[src/rtl/majority_vote_filter.sv]
// Sliding-window majority voter: CH independent 1-bit channels, each voting over its last WIN accepted samples.
// Latency: a sample accepted on edge k shows in maj/maj_valid/chg after that edge; no input-to-output comb path.
// Backpressure: none; one sample per clock when in_valid is held high, clr discards a coincident sample.
module majority_vote_filter #(
  parameter int CH       = 4,
  parameter int WIN      = 5,
  parameter bit TIE_HIGH = 1'b0
) (
  input  logic          clk,
  input  logic          rst_n,
  input  logic          clr,
  input  logic          in_valid,
  input  logic [CH-1:0] in_bits,
  output logic [CH-1:0] maj,
  output logic          maj_valid,
  output logic [CH-1:0] chg
);

  // Count width holds 0..WIN; the vote compare is done one bit wider than WIN so 2*cnt never wraps.
  localparam int            CW    = $clog2(WIN + 1);
  localparam int            MW    = WIN + 1;
  localparam logic [CW-1:0] WIN_C = CW'(WIN);
  localparam logic [MW-1:0] WIN_M = MW'(WIN);

  logic [WIN-1:0] hist      [CH];
  logic [CW-1:0]  cnt       [CH];
  logic [CW-1:0]  fill;

  logic [WIN-1:0] hist_next [CH];
  logic [CW-1:0]  cnt_next  [CH];
  logic [CW-1:0]  fill_next;
  logic           vld_next;
  logic [CH-1:0]  maj_next;

  // More than half ones wins; an exact half (only possible for even WIN) resolves to TIE_HIGH.
  function automatic logic majority(input logic [CW-1:0] c);
    logic [MW-1:0] dbl;
    dbl = MW'(c) << 1;
    if (dbl > WIN_M) begin
      return 1'b1;
    end
    if ((WIN % 2 == 0) && (dbl == WIN_M)) begin
      return TIE_HIGH;
    end
    return 1'b0;
  endfunction

  // Candidate state if the current sample is accepted. The count update is exact in CW bits:
  // cnt never exceeds WIN, so any intermediate wrap cancels out.
  always_comb begin
    fill_next = (fill == WIN_C) ? fill : fill + CW'(1);
    vld_next  = (fill_next == WIN_C);
    maj_next  = '0;
    for (int i = 0; i < CH; i++) begin
      hist_next[i] = (hist[i] << 1) | WIN'(in_bits[i]);
      cnt_next[i]  = cnt[i] + CW'(in_bits[i]) - CW'(hist[i][WIN-1]);
      maj_next[i]  = vld_next & majority(cnt_next[i]);
    end
  end

  // Window state and registered outputs; clr wipes everything, idle cycles hold and drop chg.
  always_ff @(posedge clk or negedge rst_n) begin
    if (!rst_n) begin
      for (int i = 0; i < CH; i++) begin
        hist[i] <= '0;
        cnt[i]  <= '0;
      end
      fill      <= '0;
      maj       <= '0;
      maj_valid <= 1'b0;
      chg       <= '0;
    end else if (clr) begin
      for (int i = 0; i < CH; i++) begin
        hist[i] <= '0;
        cnt[i]  <= '0;
      end
      fill      <= '0;
      maj       <= '0;
      maj_valid <= 1'b0;
      chg       <= '0;
    end else if (in_valid) begin
      for (int i = 0; i < CH; i++) begin
        hist[i] <= hist_next[i];
        cnt[i]  <= cnt_next[i];
      end
      fill      <= fill_next;
      maj       <= maj_next;
      maj_valid <= vld_next;
      // The first entry into valid is not a change.
      chg       <= (maj_next ^ maj) & {CH{maj_valid & vld_next}};
    end else begin
      chg <= '0;
    end
  end

endmodule

[config.mk]
export PLATFORM = sky130hd
export DESIGN_NAME = majority_vote_filter
export DESIGN_NICKNAME = d
export VERILOG_FILES = /design/src/rtl/majority_vote_filter.sv
export SDC_FILE = /design/constraint.sdc
export NUM_CORES = 1
export LEC_CHECK = 0
export ABC_CLOCK_PERIOD_IN_PS = 3000
export BUFFER_PORTS_ARGS = -buffer_cell sky130_fd_sc_hd__buf_2
export CORE_MARGIN = 3
export CORE_UTILIZATION = 59
export DETAILED_ROUTE_END_ITERATION = 6
export PLACE_DENSITY_LB_ADDON = 0.3
export SETUP_SLACK_MARGIN = 0.05
export SYNTH_ARGS = -nofsm -noshare
export SYNTH_HDL_FRONTEND = slang
export SYNTH_SLANG_ARGS = --single-unit
[constraint.sdc]
create_clock -name clk -period 3 [get_ports clk]
set_input_delay 0.6 -clock clk [delete_from_list [all_inputs] [get_ports clk]]
set_output_delay 0.6 -clock clk [all_outputs]
set_load 0.05 [all_outputs]
==> flow_results.org <==
** Status
- Run status :: finished, final reports clean

** Worst setup path
- Type of element launching the critical path :: register
- Cell repeated most along the worst path :: ha_1
- The worst setup path is captured at a register.
- Grouping stages by cell kind, the critical path spends the most delay in adder cells.
- Count of buffer and inverter cells on the critical path :: 1
- The startpoint identified for the worst register-to-register timing path is hist[4].
- The signal on the critical path passes through ha_1, inv_1, ha_1, fa_1, xnor2_1, mux2i_1, xor2_1, and3_1.
- In this run the register-to-register setup slack is 0.74 ns.
- Crit Path Class :: register to register
- Logic depth of the worst register-to-register path :: 8
- Of all nets on the critical path, the largest fanout is 2.
- Data on the critical path is required at its endpoint by 3.24 ns.
- The slowest stage of the critical path is the dfrtp_1 cell.
- Data arrival time at the worst-slack endpoint :: 2.50 ns
- Biggest cell delay along the critical path :: 0.39 ns
- The worst register-to-register path ends at chg[3].

** Global route
- The first global-routing pass estimated 6.43 mm of wire.
- GRT Util Overall :: 0.193
- Entering global routing, the biggest net connects 45 pins.
- For this run the aggregate overflow at the end of global routing stands at 0.
- Vias in the first global route :: 1412
- Antenna violations before repair :: 0

** Clock tree
- Clock sinks :: 44
- CTS built an H-tree with a depth of 2.
- Clock transition at the registers of the reported paths :: 0.08 ns
- In this run the clock root is driven by a clkbuf_8.
- Total setup buffers inserted after CTS :: 0
- The later pin in the worst-skew pair is clocked with a latency of 0.30 ns.
- TritonCTS built the clock tree.
- Hold repair after CTS inserted 0 buffers.
- Once the clock tree was built, the resizer swapped 0 gates to a different size.
- TritonCTS created 5 clock buffers.
- The longest clock path from root to sink contains 2 buffers.

** Logic synthesis
- The cell count after synthesis came out at 197.
- The synthesized design contains 0 enable-type register cells.
- Sequential-to-total area share from yosys stat :: 0.496
- The cell area that synthesis handed to floorplanning was 0.00222 mm^2.
- Synthesized area divided by synthesized cell count :: 11.3 um^2
- Main flop type after synthesis :: dfrtp_1
- Of all flip-flops after synthesis, the portion carrying an async set or reset was 1.00.
- The number of nets handed over by synthesis was 219.
- Synthesis inferred 44 register bits.
- Count of different cell masters after synthesis :: 26
- Number of warnings reported in the yosys synthesis log :: 0

** Cells and area
- In the final design database the tool counted 235 nets.
- Share of the core filled with cells in the final layout :: 0.696
- Leaving out fill and tap cells, the most frequent cell in the layout is dfrtp_1.
- Ratio of cells with drive above 1 in the final layout :: 0.136
- The repair_antennas step left the layout with diodes totalling 0.
- Most frequent cells in the layout :: dfrtp_1 (44), nor2_1 (35), mux2i_1 (32), inv_1 (18), buf_2 (16)
- Relative to the synthesized area, the layout overhead comes to 8.74%.

** STA
- Actual slew at the worst max-slew pin :: 0.924 ns
- Counting I/O delays and the setup requirement, the final critical path takes 2.26 ns.
- Setup TNS :: 0 ns
- Maximum clock skew at final layout :: 0.00453 ns
- Highest attainable clock frequency :: 0.442 GHz
- Setup repair after global routing missed its margin :: false
- Endpoints failing setup :: 0
- Measured against its own limit, the worst slew margin works out to 0.384.
- In the finished design, the share of the clock period the worst path needs comes to 0.754.
- Count of pins over their slew limit :: 0
- The number of hold violations in the final report is 0.

** Pwr
- For this design the ratio of total power to cell area is 474 mW/mm^2.
- In this run the static leakage power is 1.32 nW.
- Of the total power, registers draw 0.548.
- Of the total power, the clock network draws 0.317.
- Internal power contribution :: 0.837 mW
- Across the VDD grid, the largest voltage drop is 0.367 mV.
- Combinational cell fraction of total power :: 0.134
- Of the total power, the share spent switching nets is 0.268.
- Summed over all nets, the switching power comes to 0.306 mW.

** Die
- Area inside the core boundary :: 0.00347 mm^2
- Initial core utilization :: 0.640
- From bottom edge to top edge, the die measures 67.3 um.
- Number of standard-cell rows in the floorplan :: 21
- The floorplan step defined a die boundary enclosing 0.00453 mm^2.
- 17 I/O pins were placed.
- Overall die width :: 67.3 um

** Flow run
- Max-cap violations in this run came to 0.

** Detailed routing
- For this block, the initial DRC count from the detailed router was 96.
- The detail route stage leaves a number of antenna-violating nets equal to 0.
- First-pass iteration count of the detailed router :: 4
- The final layout contains routed wiring with a total length of 3.53 mm.
- The detailed router placed 1386 vias in this run.
- Remaining design rule violation count :: 0
- Vias/cell :: 5.33
- Routed WL per cell :: 13.6 um

** Place
- Post-detailed-placement half-perimeter wirelength :: 2.43 mm
- Port-buffer cells :: 16
- GPL Wtd Cong :: 0.801

** Hold path
- The path class of the tightest hold or removal check is input pin to asynchronous set/reset pin.
[Yosys cell counts, drive strengths merged (4+ instances only)]
cell	instances	share of area
inv	18	0.030
a21oi	5	0.011
nor2	35	0.059
a22o	4	0.016
and3	4	0.011
xor2	10	0.039
mux2i	32	0.14
nand2	6	0.010
dfrtp	44	0.50
ha	10	0.056
fa	4	0.036
buf	5	0.012
[kinds of logic (layout without fill, tap and decap cells)]
group	Yosys count	after routing	share of synthesized area
adder cells (fa/ha/maj)	14	14	0.0925
flip-flops	44	44	0.496
AO/OA/AOI/OAI	16	16	0.0558
XOR/XNOR	14	14	0.0615
multiplexers	33	33	0.149
AND/OR/NAND/NOR	50	50	0.0964
buffers and inverters	26	43	0.0479
[flip-flops by register name, summed over array words and instances, names as in the netlist]
| signal | flops |
|---|---|
| maj | 4 |
| chg | 4 |
| cnt | 12 |
| maj_valid | 1 |
| fill | 3 |
| hist | 20 |
[how the worst max path moves through the flow]
stage / start / end / slack, ns / cells past startpoint
6_report: hist[4] / chg[3] / 0.74 / 8
4_1_cts: hist[4] / chg[3] / 0.73 / 8
3_5_place_dp: in_bits[3] / chg[3] / 0.70 / 7
3_3_place_gp: in_bits[2] / chg[2] / 0.78 / 7
2_1_floorplan: hist[4] / chg[3] / 0.93 / 8
5_1_grt: cnt[0] / chg[3] / 0.56 / 9
[through the flow]
step	instance area, um^2	power (mW)	setup WS (ns)	std cells	hold WS, ns
2_1_floorplan	2220	0.752	0.926	197	0.304
3_3_place_gp	2320	0.782	0.775	252	0.501
3_5_place_dp	2320	0.794	0.702	252	0.512
4_1_cts	2410	1.16	0.733	260	0.460
5_1_grt	2410	1.21	0.563	260	0.505
6_report	2410	1.14	0.739	260	0.431
[routing by layer]
| layer | vias to the layer above | global-route usage | wire [um] |
|---|---|---|---|
| met5 | - | 0 | 0 |
| met4 | 0 | 0.0759 | 68 |
| li1 | 674 | - | - |
| met2 | 16 | 0.325 | 1760 |
| met1 | 690 | 0.234 | 1590 |
| met3 | 6 | 0.0549 | 111 |
[cell type report]
type,count,area [um^2]
clock buffer,5,68.8
clock inverter,3,18.8
fill,245,1060
inverter,18,67.6
multi-input combinational,127,1010
sequential,44,1100
tap,46,57.6
timing repair buffer,17,87.6
[power by group through the flow]
stage          Clock [mW]  Combinational (mW)  Sequential (mW)
3_3_place_gp            0               0.146            0.636
5_1_grt             0.402               0.176            0.629
3_5_place_dp            0               0.155            0.638
6_report            0.363               0.154            0.626
4_1_cts             0.376               0.157            0.626
2_1_floorplan           0               0.116            0.636
Power figures use the tool's default switching activity.
